File: src/rtl/imm_ext_pipe.sv
// Immediate generator for the ARMv8 datapath. The instruction is decoded into an
// extended immediate at the input, then delivered over valid/ready through an
// output register backed by a one-entry skid register.
module imm_ext_pipe #(
   parameter int DATA_W    = 64,
   parameter int ERR_CNT_W = 8
) (
   input  logic                 clk,
   input  logic                 rst_n,
   input  logic                 in_valid,
   output logic                 in_ready,
   input  logic [31:0]          in_inst,
   input  logic [2:0]           in_mode,
   output logic                 out_valid,
   input  logic                 out_ready,
   output logic [DATA_W-1:0]    out_imm,
   output logic                 out_err,
   output logic [ERR_CNT_W-1:0] err_count
);

   logic [63:0]          ext_full;
   logic [DATA_W-1:0]    ext_imm;
   logic                 ext_illegal;
   logic                 accept;
   logic                 deliver;

   logic                 o_valid_q, o_valid_d;
   logic [DATA_W-1:0]    o_imm_q,   o_imm_d;
   logic                 o_err_q,   o_err_d;
   logic                 s_valid_q, s_valid_d;
   logic [DATA_W-1:0]    s_imm_q,   s_imm_d;
   logic                 s_err_q,   s_err_d;
   logic [ERR_CNT_W-1:0] cnt_q,     cnt_d;

   // Decode and extend the immediate field; built at 64 bits then cut to DATA_W.
   always_comb begin
      ext_full    = '0;
      ext_illegal = 1'b0;
      unique case (in_mode)
         3'b000: ext_full = {52'b0, in_inst[21:10]};
         3'b001: ext_full = {{55{in_inst[20]}}, in_inst[20:12]};
         3'b010: ext_full = {{36{in_inst[25]}}, in_inst[25:0], 2'b00};
         3'b011: ext_full = {{43{in_inst[23]}}, in_inst[23:5], 2'b00};
         3'b100: ext_full = {52'b0, in_inst[21:10]} << (in_inst[22] ? 6'd12 : 6'd0);
         3'b101: begin
            ext_full    = {48'b0, in_inst[20:5]} << {in_inst[22:21], 4'b0000};
            // A 32/48-bit MOVZ shift has no meaning on a 32-bit datapath
            ext_illegal = (DATA_W == 32) && in_inst[22];
         end
         3'b110: ext_full = {52'b0, in_inst[21:10]} << in_inst[31:30];
         default: ext_illegal = 1'b1;
      endcase
      if (ext_illegal) begin
         ext_full = '0;
      end
   end

   assign ext_imm  = ext_full[DATA_W-1:0];
   assign in_ready = ~s_valid_q;
   assign accept   = in_valid & in_ready;
   assign deliver  = o_valid_q & out_ready;

   // Output/skid steering: skid drains into output first, otherwise new data fills
   // the output when it frees up this cycle, else parks in the skid register.
   always_comb begin
      o_valid_d = o_valid_q;
      o_imm_d   = o_imm_q;
      o_err_d   = o_err_q;
      s_valid_d = s_valid_q;
      s_imm_d   = s_imm_q;
      s_err_d   = s_err_q;
      if (deliver && s_valid_q) begin
         o_valid_d = 1'b1;
         o_imm_d   = s_imm_q;
         o_err_d   = s_err_q;
         s_valid_d = 1'b0;
      end else if (accept && (!o_valid_q || deliver)) begin
         o_valid_d = 1'b1;
         o_imm_d   = ext_imm;
         o_err_d   = ext_illegal;
      end else if (accept) begin
         s_valid_d = 1'b1;
         s_imm_d   = ext_imm;
         s_err_d   = ext_illegal;
      end else if (deliver) begin
         o_valid_d = 1'b0;
      end
   end

   // Saturating count of accepted illegal requests.
   always_comb begin
      cnt_d = cnt_q;
      if (accept && ext_illegal && (cnt_q != '1)) begin
         cnt_d = cnt_q + 1'b1;
      end
   end

   // State registers; reset discards any in-flight results.
   always_ff @(posedge clk or negedge rst_n) begin
      if (!rst_n) begin
         o_valid_q <= 1'b0;
         o_imm_q   <= '0;
         o_err_q   <= 1'b0;
         s_valid_q <= 1'b0;
         s_imm_q   <= '0;
         s_err_q   <= 1'b0;
         cnt_q     <= '0;
      end else begin
         o_valid_q <= o_valid_d;
         o_imm_q   <= o_imm_d;
         o_err_q   <= o_err_d;
         s_valid_q <= s_valid_d;
         s_imm_q   <= s_imm_d;
         s_err_q   <= s_err_d;
         cnt_q     <= cnt_d;
      end
   end

   assign out_valid = o_valid_q;
   assign out_imm   = o_imm_q;
   assign out_err   = o_err_q;
   assign err_count = cnt_q;

endmodule

File: config.mk
export PLATFORM = sky130hd
export DESIGN_NAME = imm_ext_pipe
export DESIGN_NICKNAME = d
export VERILOG_FILES = /design/src/rtl/imm_ext_pipe.sv
export SDC_FILE = /design/constraint.sdc
export NUM_CORES = 1
export LEC_CHECK = 0
export CORE_ASPECT_RATIO = 0.5
export CORE_MARGIN = 2
export CORE_UTILIZATION = 59
export DETAILED_ROUTE_END_ITERATION = 8
export PLACE_DENSITY = 0.86
export SLEW_MARGIN = 30
export SYNTH_ARGS = -nofsm -noshare
export SYNTH_HDL_FRONTEND = slang
export SYNTH_SLANG_ARGS = --single-unit
File: constraint.sdc
create_clock -name clk -period 5 [get_ports clk]
set_input_delay 1.5 -clock clk [delete_from_list [all_inputs] [get_ports clk]]
set_output_delay 1.5 -clock clk [all_outputs]
set_load 0.05 [all_outputs]
==> results of run 1 <==
[synth_stat cells, types with 2 or more instances]
library cell	count
a221o_1	25
a21oi_2	2
o22ai_1	4
mux2i_1	22
a22o_1	10
nor3b_1	2
dfrtp_1	140
a2111oi_2	2
inv_1	10
nor3_1	7
nor2_1	55
a41oi_1	2
a211oi_1	10
a221oi_1	6
buf_4	10
nand3b_1	3
nor2b_1	5
nand3_1	9
buf_6	6
o21ai_0	86
a21oi_1	68
a31oi_1	16
and3_1	5
xor2_1	5
a2111oi_1	2
and3b_1	2
o211ai_1	11
nand2_1	87
xnor2_1	2
and2_1	3
o21ai_1	19
buf_2	24
nand4_1	4
clkbuf_1	38
a22oi_1	46
clkbuf_2	2
a21o_1	7
mux2_2	13
nand2b_1	13
[worst paths after layout]
| kind | from | end | slack, ns | cells after the start |
|---|---|---|---|---|
| worst max-delay path | in_mode[2] | out_imm[37]$_DFFE_PN0P_ | 1.21 | 5 |
| worst min-delay path | s_imm_q[13]$_DFFE_PN0P_ | s_imm_q[13]$_DFFE_PN0P_ | 0.48 | 2 |
| worst max register to register | s_valid_q$_DFFE_PN0P_ | out_imm[37]$_DFFE_PN0P_ | 2.35 | 4 |
| worst min register to register | s_imm_q[13]$_DFFE_PN0P_ | s_imm_q[13]$_DFFE_PN0P_ | 0.48 | 2 |
| max in group asynchronous | rst_n | s_imm_q[1]$_DFFE_PN0P_ | 2.96 | 2 |
| min in group asynchronous | rst_n | err_count[5]$_DFFE_PN0P_ | 1.17 | 1 |
[layer usage]
layer  track usage [%]  share of wire [%]  vias up
li1                  -                  -     3084
met1              50.2                 42     3361
met2              50.6                 44      408
met3              7.75                 10       73
met4              11.0                3.0        0
met5                 0                  0        -
[sequential cells by signal, indices dropped and copies added (netlist names)]
signal / flops
out_err: 1
s_valid_q: 1
s_imm_q: 64
out_imm: 64
err_count: 8
s_err_q: 1
out_valid: 1
[layout make-up]
| type | count | area (µm²) |
|---|---|---|
| Clock buffer | 18 | 439 |
| Clock inverter | 14 | 134 |
| Fill cell | 914 | 3440 |
| Inverter | 10 | 37.5 |
| Multi-Input combinational cell | 574 | 3550 |
| Sequential cell | 140 | 3500 |
| Tap cell | 170 | 213 |
| Timing Repair Buffer | 124 | 1230 |
[power groups by stage]
stage               Clock [mW]  Sequential (mW)  Combinational [mW]
floorplan                    0             2.75               0.871
global placement             0             1.95                2.45
detailed placement           0             1.98                2.50
CTS                       1.22             1.98                2.53
global route              1.27             2.04                2.68
finish                    1.21             1.99                2.53
[through the flow]
step	worst slack [ns]	cells
floorplan	2.19	804
global placement	0.954	1018
detailed placement	0.907	1018
CTS	1.31	1050
global route	1.10	1050
finish	1.21	1050
[logic make-up after synthesis]
logic type	share of synthesized area, %
simple gates	12.8
mux	5.39
compound gates	28.1
buf+inv	6.04
flops	46.7
fa+ha+maj	0.167
xor+xnor	0.817
[worst max-delay path: cells and delay by family]
kind | cells | cell delay, ns
buffers and inverters | 2 | 1.23
AOI/OAI and AO/OA | 1 | 0.22
and+or+nand+nor | 2 | 1.15
==> run_results.csv, run 1 <==
group,metric,value,unit
status,status,"completed",
routing,totalWireLength,22800,µm
routing,drc_errors,0,
floorplan,start_util,59.7,%
hold_path,hp-class,"register to register",
sta,fmax,264,MHz
yosys,async_flop_share,100,%
grt,grt.total_usage,34.2,%
final_layout,final_util,72.6,%
yosys,synth.area.top_cells,"dfrtp_1, o21ai_0, a22oi_1",
sta,maxSlewHeadroom,40.2,%
setup_path,cpMostUsedCell,"nand3_1",
cts,htreeDepth,4,
yosys,syn_inst,804,
sta,period_needed,3.79,ns
setup_path,worstPathCellList,"clkdlybuf4s50_1, nand3_1, nand3_1, buf_4, o21ai_0",
yosys,synth_seq_cells,140,
yosys,synthesis.area,7500,µm²
routing,final_antenna_net_count,0,
sta,finalSetupViolCount,0,
sta,worst_pin_slew,0.894,ns
floorplan,core,12600,µm²
sta,skew,0.0114,ns
yosys,yosysWarnings,0,
routing,dr.pass1.iters,7,
job,maxCapViolations,0,
sta,slew_violations,0,
grt,grt_antenna_before_repair,0,
placement,io_buffer_count,109,
power,combPwrFrac,44.2,%
power,netSwitchingPower,2.57,mW
final_layout,antennaDiodeCount,0,
yosys,synth_ff_type,"dfrtp_1",
floorplan,rows,29,
floorplan,fp.dieH,83.7,µm
cts,clkLatencyLatePin,0.42,ns
placement,dpl.hpwl,14400,µm
placement,dpl_cell_area,8540,µm²
yosys,synth_area_leader_cell,"dfrtp_1",
yosys,syn_nets,844,
setup_path,critPathKind,"input port to register",
setup_path,cp-end-kind,"register",
grt,first_global_vias,6564,
sta,tns,0,ns
cts,cts_buffers,17,
setup_path,arrival,4.11,ns
routing,drtIter0Drc,916,
cts,cts_setup_buffers,0,
yosys,synth_top_area_share,46.7,%
floorplan,die_x,163,µm
cts,cts-root-buf,"clkbuf_16",
power,p_int,3.16,mW
power,total_power,5.72,mW
grt,grt_pass1_wl,35900,µm
grt,grt_overflow_total,0,
cts,cts_hold_buffers,0,
power,clkPwrFrac,21.1,%
setup_path,worst-path-max-fanout,18,
yosys,synth_edf_count,0,
sta,holdWs,0.481,ns
cts,ctsResizeCount,0,
routing,drt-vias-per-instance,6.60,
setup_path,cp_slowest_cell,"clkdlybuf4s50_1",
setup_path,slowest_delay,0.77,ns
routing,wl_per_cell,21.7,µm
cts,cts_buffer_depth,2,
cts,cts.sinks,140,
routing,vias,6926,
sta,grt_setup_unrepaired,"no",
sta,final_hold_viol_count,0,
power,p_seq_share,34.7,%
power,switching_share,44.9,%
sta,finalCritPeriodShare,75.8,%
yosys,ys_seq_area_share,46.7,%
grt,grt_max_degree,99,
cts,path_clk_slew,0.06,ns
power,ir_drop,0.431,mV
final_layout,mostFrequentLayoutCells,"dfrtp_1, clkdlybuf4s50_1, nand2_1",
yosys,synth_cell_types,60,
final_layout,final_common_cell,"dfrtp_1",
final_layout,final_nets,907,
placement,place_congestion,0.992,
final_layout,final_area,9110,µm²
power,p_leak,3.86,nW
power,powerDensity,628,nW/µm²
yosys,postSynthAreaPerCell,9.33,µm²
final_layout,drive_above_1_share,8.98,%
setup_path,start_kind,"input port",
setup_path,critPathRequiredTime,5.32,ns
floorplan,dieArea,13700,µm²
final_layout,area_delta_synth_final,21.5,%
floorplan,ioPinCount,114,
cts,cts_tree,"done",
No activity file was read; power rests on OpenSTA's default activity.
==> inputs of run 2 (changes only) <==
CORE_UTILIZATION = 49   (was 59)
PLACE_DENSITY = 0.76   (was 0.86)
clock period = 3.2 ns   (was 5 ns; I/O delays follow)
==> run_results.csv, run 2 (synthesis results as in run 1) <==
group,metric,value,unit
status,status,"completed",
final_layout,multi_input_area,3550,µm²
sta,skew,0.00983,ns
floorplan,die_x,179,µm
cts,cts-root-buf,"clkbuf_16",
sta,finalSetupViolCount,0,
routing,wl_per_cell,21.4,µm
power,p_leak,4.18,nW
placement,dpl_cell_area,9070,µm²
grt,grt_pass1_wl,38500,µm
cts,cts_buffer_depth,2,
sta,final_hold_viol_count,0,
setup_path,critPathRequiredTime,3.48,ns
final_layout,final_nets,967,
floorplan,ioPinCount,114,
grt,first_global_vias,6916,
setup_path,cp-end-kind,"register",
sta,finalCritPeriodShare,89.3,%
setup_path,start_kind,"input port",
final_layout,final_area,9690,µm²
sta,holdWs,0.483,ns
setup_path,cp_slowest_cell,"clkdlybuf4s50_1",
power,powerDensity,949,nW/µm²
cts,cts_tree,"done",
routing,dr.pass1.iters,5,
cts,path_clk_slew,0.07,ns
sta,slew_violations,0,
final_layout,mostFrequentLayoutCells,"dfrtp_1, clkdlybuf4s50_1, nand2_1",
floorplan,rows,31,
routing,drc_errors,0,
placement,place_congestion,0.981,
placement,io_buffer_count,109,
final_layout,regArea,3500,µm²
power,ir_drop,0.553,mV
floorplan,core,14700,µm²
setup_path,arrival,3.14,ns
hold_path,hp-class,"register to register",
routing,vias,7126,
setup_path,critPathKind,"input port to register",
final_layout,antennaDiodeCount,0,
grt,grt_antenna_before_repair,0,
setup_path,slowest_delay,0.60,ns
routing,final_antenna_net_count,0,
routing,totalWireLength,24300,µm
placement,dpl.hpwl,16500,µm
floorplan,fp.dieH,91.5,µm
routing,drt-vias-per-instance,6.26,
final_layout,drive_above_1_share,14.8,%
final_layout,fillerInstances,1222,
final_layout,final_common_cell,"dfrtp_1",
sta,period_needed,2.86,ns
sta,grt_setup_unrepaired,"no",
grt,grt_max_degree,89,
cts,cts_hold_buffers,0,
sta,tns,0,ns
setup_path,worstPathCellList,"clkdlybuf4s50_1, nand4b_1, buf_4, mux2i_1, o21ai_1, a222oi_1, inv_1",
floorplan,dieArea,16400,µm²
sta,worst_pin_slew,0.830,ns
sta,maxSlewHeadroom,44.7,%
setup_path,worst-path-max-fanout,10,
sta,fmax,350,MHz
job,maxCapViolations,0,
cts,clkLatencyLatePin,0.41,ns
cts,cts_setup_buffers,0,
grt,grt_overflow_total,0,
grt,grt.total_usage,30.6,%
cts,htreeDepth,4,
routing,drtIter0Drc,835,
cts,ctsResizeCount,0,
floorplan,start_util,51.0,%
cts,cts_buffers,17,
cts,cts.sinks,140,
final_layout,area_delta_synth_final,29.1,%
-- run 2: changes by cell type in the layout (fill, tap and decap cells not counted) --
cell / previous run / this run
buf_4: 13 / 69
clkinv_4: 5 / 0
buf_12: 2 / 6
inv_6: 1 / 5
bufinv_16: 0 / 2
and3_2: 0 / 1
and3_4: 1 / 0
clkbuf_8: 1 / 0
clkinv_2: 1 / 0
inv_8: 4 / 5
-- run 2: layout make-up --
cell class	count	share of cell area [%]
tap	198	2.56
sequential	140	36.2
clock buffer	17	4.39
timing repair buffer	184	17.9
inverter	10	0.387
multi-input combinational	574	36.7
clock inverter	15	1.98
-- run 2: path summary, 6_finish.rpt --
check                           cells after the start                    start                       to  slack, ns
worst max register to register                      6    s_valid_q$_DFFE_PN0P_  out_imm[18]$_DFFE_PN0P_       1.10
max in group asynchronous                           2                    rst_n  s_imm_q[50]$_DFFE_PN0P_       1.87
worst max-delay path                                7               in_mode[2]   out_imm[1]$_DFFE_PN0P_       0.34
min in group asynchronous                           1                    rst_n  s_imm_q[24]$_DFFE_PN0P_       0.57
worst min register to register                      2  s_imm_q[16]$_DFFE_PN0P_  s_imm_q[16]$_DFFE_PN0P_       0.48
worst min-delay path                                2  s_imm_q[16]$_DFFE_PN0P_  s_imm_q[16]$_DFFE_PN0P_       0.48
-- run 2: worst max-delay path, delay by kind of cell --
| kind | cells | cell delay, ns |
|---|---|---|
| multiplexers | 1 | 0.50 |
| AO/OA/AOI/OAI | 2 | 0.58 |
| AND/OR/NAND/NOR | 1 | 0.18 |
| buffers and inverters | 3 | 0.90 |
-- run 2: per-layer routing --
metal | wire (µm) | vias to the layer above | track usage, %
li1 | - | 3214 | -
met5 | 0 | - | 0
met2 | 10800 | 299 | 46.4
met1 | 11100 | 3570 | 44.3
met4 | 465 | 0 | 8.81
met3 | 1870 | 43 | 6.24
-- run 2: per-stage QoR --
step	setup WS, ns	power, mW	std cells	utilization, %
after floorplan	0.932	5.66	804	-
after global placement	0.00920	7.02	1106	61.7
after detailed placement	-0.0283	7.12	1106	61.7
after CTS	0.385	9.21	1138	65.9
after global routing	0.269	9.64	1138	65.9
final	0.342	9.19	1138	65.9
-- run 2: where the power goes --
group / internal (mW) / switching, mW / leakage, nW
clock: 1.20 / 0.874 / 0.298
combinational: 1.41 / 2.66 / 2.06
sequential: 2.55 / 0.491 / 1.83
==> edit 1 (flow settings as in run 2) <==
Change the parameter `ERR_CNT_W` from 8 to 9.
--- a/src/rtl/imm_ext_pipe.sv
+++ b/src/rtl/imm_ext_pipe.sv
@@ -3,7 +3,7 @@
 // output register backed by a one-entry skid register.
 module imm_ext_pipe #(
    parameter int DATA_W    = 64,
-   parameter int ERR_CNT_W = 8
+   parameter int ERR_CNT_W = 9
 ) (
    input  logic                 clk,
    input  logic                 rst_n,
Ports: changed (resized err_count); port bits go from 114 to 115. The function was not compared with the original's and may differ.
==> edit 1 against run 2 <==
  * Final cell count fell by 6.2%
  * Total power fell by 3.9%
  * Sequential cell count rose by 1
  * Synthesized area fell by 3.5%
  * Worst setup slack got worse by 16 ps
  * Routed wire length fell by 8.6%
  * Register-to-register slack improved by 180 ps
  * Clock skew fell by 0.70 ps
  * Cell area fell by 3.7%
  * Critical path type unchanged
  * Largest cell class is now sequential cells
  * Largest power group unchanged
==> edit 1: results (changes against run 2) <==
Final nets=900 (was 967); Synth top cells by count=dfrtp_1 (141), nand2_1 (96), o21ai_0 (70), a21oi_1 (66), nor2_1 (44) (was dfrtp_1 (140), nand2_1 (87), o21ai_0 (86), a21oi_1 (68), nor2_1 (55)); Resize count post-CTS=0 (unchanged); Worst Skew=9.13 ps (was 9.83 ps); first-pass GRT wire length=35.3 mm (was 38.5 mm); GRT met2 Usage=41.4% (was 46.4%); # fillers=1,182 (was 1,222); routed wl met2=9.67 mm (was 10.8 mm); met1 usage=41.7% (was 44.3%); routability cong.=1.02 (was 0.981); antenna violations before repair=0 (unchanged); Synth area leaders=dfrtp_1 (49%), nand2_1 (5.0%), o21ai_0 (4.8%), a21oi_1 (4.6%), a22oi_1 (4.4%) (was dfrtp_1 (47%), o21ai_0 (5.7%), a22oi_1 (4.6%), a21oi_1 (4.5%), nand2_1 (4.4%)); overall track demand over capacity in global routing=28.8% (was 30.6%); Max Used Layer=met4 (unchanged); worst slack, placed=-10.1 ps (was -28.3 ps); share of layout cells above drive strength 1=13.1% (was 14.8%); leak pwr=0.00395 uW (was 0.00418 uW); CTS buffer count=17 (unchanged); fin cells=1,068 (was 1,138); Worst R2R Path Depth=8 (was 6); met3 wire len=2.13 mm (was 1.87 mm); post-synthesis sequential area ratio=48.8% (was 46.7%); Yosys cell types=59 (was 60); placed cells=1,038 (was 1,106); clk_lat worst skew=420 ps; reg2reg start=err_count[0] (was s_valid_q); Final Hold Violating Endpoints=0 (unchanged); outcome=finished, final reports clean (unchanged); n_diodes=0 (unchanged); Critical Path Source=in_mode[1] (was in_mode[2]); # port buffers=110 (was 109); largest net degree at the start of global routing=59 (was 89); Slew @ Worst Pin=691 ps (was 830 ps); syn nets=788 (was 844); TNS Setup=0 ps (unchanged); Post-DP HPWL=15.4 mm (was 16.5 mm); Max IR drop VDD=0.606 mV (was 0.553 mV); first drt pass iteration count=5 (unchanged); placement-stage cell area=8750 um2 (was 9070 um2); Max Fanout on Critical Path=13 (was 10); internal power=5130 uW (was 5160 uW); via count=6,639 (was 7,126); routed wire length=22.2 mm (was 24.3 mm); vias in the first global route=6,473 (was 6,916); drc violations=0 (unchanged); HP Class=in -> async (was reg -> reg); grt met3 use=9.31% (was 6.24%); CTS max path bufs=2 (unchanged); design area=9330 um2 (was 9690 um2); Syn Area/Cell=9.69 um2 (was 9.33 um2); DRT iter0 DRCs=790 (was 835); met1 WL=10.0 mm (was 11.1 mm); post-CTS setup buffers=0 (unchanged)
==> edit 1: cell types whose count changed after synthesis, sizes merged, moves of 5 or more <==
cell and delta:
o21ai -24, o211ai -8, a22o -9, nor2 -9, nand2 +9, o221ai +11
a21o -6, a31oi +6, nor3 -6, buf -5, o21a +5, mux2 -6
==> edit 1: path summary, 6_finish.rpt <==
path	to	slack [ps]
worst max register to register	err_count[7]	1280
worst max-delay path	s_imm_q[21]	330
worst min-delay path	err_count[6]	450
max in group asynchronous	s_imm_q[50]	2060
min in group clk	s_imm_q[19]	480
worst min register to register	s_imm_q[19]	480
==> edit 1: power by group through the flow <==
stage	Sequential, uW	Combinational [uW]	Clock (uW)
6_report	3040	3810	1970
5_1_grt	3140	4070	2070
4_1_cts	3040	3820	2000
3_5_place_dp	3060	3810	0
3_3_place_gp	3020	3730	0
2_1_floorplan	4200	1280	0
==> edit 1: critical path: stages <==
cell	delay, ps
clkdlybuf4s50_1	620
buf_4	310
nand4b_4	170
nand2_1	150
a21oi_1	120
a2111oi_1	630
o21ai_0	180
==> edit 1: kinds of logic (layout without fill, tap and decap cells) <==
| logic type | after synthesis | in the layout | synth area share (%) |
|---|---|---|---|
| DFF | 141 | 141 | 48.8 |
| buffers and inverters | 79 | 202 | 5.52 |
| adders and majority gates | 2 | 2 | 0.346 |
| AOI/OAI and AO/OA | 294 | 294 | 26.8 |
| and+or+nand+nor | 192 | 192 | 12.8 |
| muxes | 32 | 32 | 4.91 |
| xor gates and xnor gates | 7 | 7 | 0.847 |
==> edit 1: area by class of cell <==
type | count | share of cell area (%)
clock buffers | 18 | 4.60
multi-input cells | 527 | 35.6
repair buffers | 164 | 17.4
clock inverters | 12 | 1.60
inverters | 8 | 0.322
well taps | 198 | 2.66
flip-flops and latches | 141 | 37.8
==> edit 2 (settings of run 2) <==
Made on the original files. Make the reset (`rst_n`) synchronous in one clocked block.
--- a/src/rtl/imm_ext_pipe.sv
+++ b/src/rtl/imm_ext_pipe.sv
@@ -96,7 +96,7 @@
    end
 
    // State registers; reset discards any in-flight results.
-   always_ff @(posedge clk or negedge rst_n) begin
+   always_ff @(posedge clk) begin
       if (!rst_n) begin
          o_valid_q <= 1'b0;
          o_imm_q   <= '0;
Function: differs if rst_n is asserted again (counterexample within 4 cycles, from zero or initial values and one cycle with rst_n low); with rst_n held inactive, the same outputs for 4 cycles.
==> edit 2 against run 2 <==
  * Final cell count is 3.7% lower
  * Sequential share of layout area fell by 4.5 points
  * Synthesized area down 10%
  * Global-route usage up 0.62 points
  * Cell area fell by 8.5%
  * Worst setup slack got worse by 36 ps
  * Via count decreased by 1.5%
  * Sequential cell count did not move
  * Routed wire length is 4.6% lower
Power is not compared: it rests on default switching activity, and its combinational part moved more than twofold at a synthesized area within 25%.
==> edit 2: results (changes against run 2) <==
DRT iter0 DRCs=1,008 (was 835); YS warnings=0 (unchanged); largest net degree at the start of global routing=83 (was 89); n_diodes=0 (unchanged); Synth area leaders=dfxtp_1 (42%), a21oi_1 (9.4%), a22oi_1 (6.2%), o21ai_0 (6.1%), o22ai_1 (4.8%) (was dfrtp_1 (47%), o21ai_0 (5.7%), a22oi_1 (4.6%), a21oi_1 (4.5%), nand2_1 (4.4%)); Worst Skew=11.6 ps (was 9.83 ps); Max Fanout on Critical Path=11 (was 10); CTS buffer count=17 (unchanged); routed len/inst=21.2 um (was 21.4 um); # fillers=1,128 (was 1,222); leak pwr=about 0.0032 uW; reg2reg start=err_count[0] (was s_valid_q); first-pass GRT wire length=35.6 mm (was 38.5 mm); CTS max path bufs=2 (unchanged); Hold EP=s_imm_q[25] (was s_imm_q[16]); routability cong.=0.972 (was 0.981); HP Start=s_imm_q[25] (was s_imm_q[16]); Critical R2R Capture=err_count[4] (was out_imm[18]); first drt pass iteration count=7 (was 5); overall track demand over capacity in global routing=31.2% (was 30.6%); Slew HR=45.2% (was 44.7%); HP Class=reg -> reg (unchanged); Hold Path Depth=2 (unchanged); share of layout cells above drive strength 1=13.2% (was 14.8%); R2R Setup Slk=1470 ps (was 1100 ps); Post-DP HPWL=15.4 mm (was 16.5 mm); clk_lat worst skew=430 ps (was 410 ps); syn nets=845 (was 844); Yosys cell types=61 (was 60); post-synthesis sequential area ratio=41.6% (was 46.7%); vias in the first global route=6,391 (was 6,916); Synth top cells by count=dfxtp_1 (140), a21oi_1 (127), o21ai_0 (82), clkbuf_1 (57), a22oi_1 (56) (was dfrtp_1 (140), nand2_1 (87), o21ai_0 (86), a21oi_1 (68), nor2_1 (55)); outcome=finished, final reports clean (unchanged); Post-Synth Adder-Cell Area=0.186% (was 0.167%); compound-cell area share of the yosys netlist=37.1% (was 28.1%); Final nets=947 (was 967); Worst R2R Path Depth=6 (unchanged); CP arrival=3260 ps (was 3140 ps); Resize count post-CTS=0 (unchanged); Clk pin slew, worst setup/hold paths=60 ps; XOR/XNOR Fraction of Synth Area=0.780% (was 0.817%); post-synthesis mux area share=2.14% (was 5.39%); Synth async-reset ratio=0% (was 100%); Max IR drop VDD=0.423 mV; via count=7,021 (was 7,126)
==> edit 2: changes by cell type after synthesis, moves of 11 or more <==
cell,run 2,this run
o211ai_1,11,0
nor2_1,55,34
nand2_1,87,37
mux2i_1,22,11
o21ai_1,19,2
a221o_1,25,2
o22ai_1,4,52
dfxtp_1,0,140
clkbuf_1,38,57
dfrtp_1,140,0
a21oi_1,68,127
==> edit 2: critical path: stages <==
cell	delay, ps
clkdlybuf4s50_1	640
buf_4	270
nor2_1	620
a222oi_1	270
buf_4	200
a21oi_1	160
o21a_1	130
==> edit 2: metal layers <==
| metal | track usage, % | part of all wire, % |
|---|---|---|
| met5 | 0 | 0 |
| met2 | 46.6 | 43 |
| met1 | 44.6 | 44 |
| met3 | 7.45 | 11 |
| met4 | 10.3 | 1.9 |
==> edit 2: layout make-up <==
class	count	share of cell area (%)
flip-flops and latches	140	31.6
clock inverters	15	2.23
well taps	176	2.49
clock buffers	17	4.80
repair buffers	171	18.6
multi-input cells	566	39.7
inverters	11	0.466
==> edit 2: worst max path at each step <==
stage | startpoint | to | cells past startpoint
CTS | in_mode[2] | out_imm[11] | 7
global placement | in_mode[2] | out_imm[7] | 7
finish | in_mode[2] | out_imm[11] | 7
floorplan | in_mode[1] | out_imm[11] | 7
detailed placement | in_mode[2] | out_imm[11] | 7
global route | in_mode[2] | out_imm[11] | 7
==> edit 2: metrics by stage <==
step	cells	worst slack, ps	instance area, um2	hold WS [ps]
2_1_floorplan	805	906	6730	436
3_3_place_gp	1064	-23.7	8240	441
3_5_place_dp	1064	-20.3	8240	466
4_1_cts	1096	397	8860	480
5_1_grt	1096	170	8860	503
6_report	1096	306	8860	475
==> edit 2: kinds of logic (layout without fill, tap and decap cells) <==
| family | Yosys count | in the layout |
|---|---|---|
| multiplexers | 14 | 14 |
| flip-flops | 140 | 140 |
| AO/OA/AOI/OAI | 402 | 402 |
| AND/OR/NAND/NOR | 143 | 143 |
| adder cells (fa/ha/maj) | 1 | 1 |
| XOR/XNOR | 6 | 6 |
| buffers and inverters | 99 | 214 |
==> edit 2: power breakdown <==
group | internal, uW | switching, uW
Combinational | 284 | 506
Clock | 1200 | 892
Sequential | 1810 | 40.4
Total | 3300 | 1440
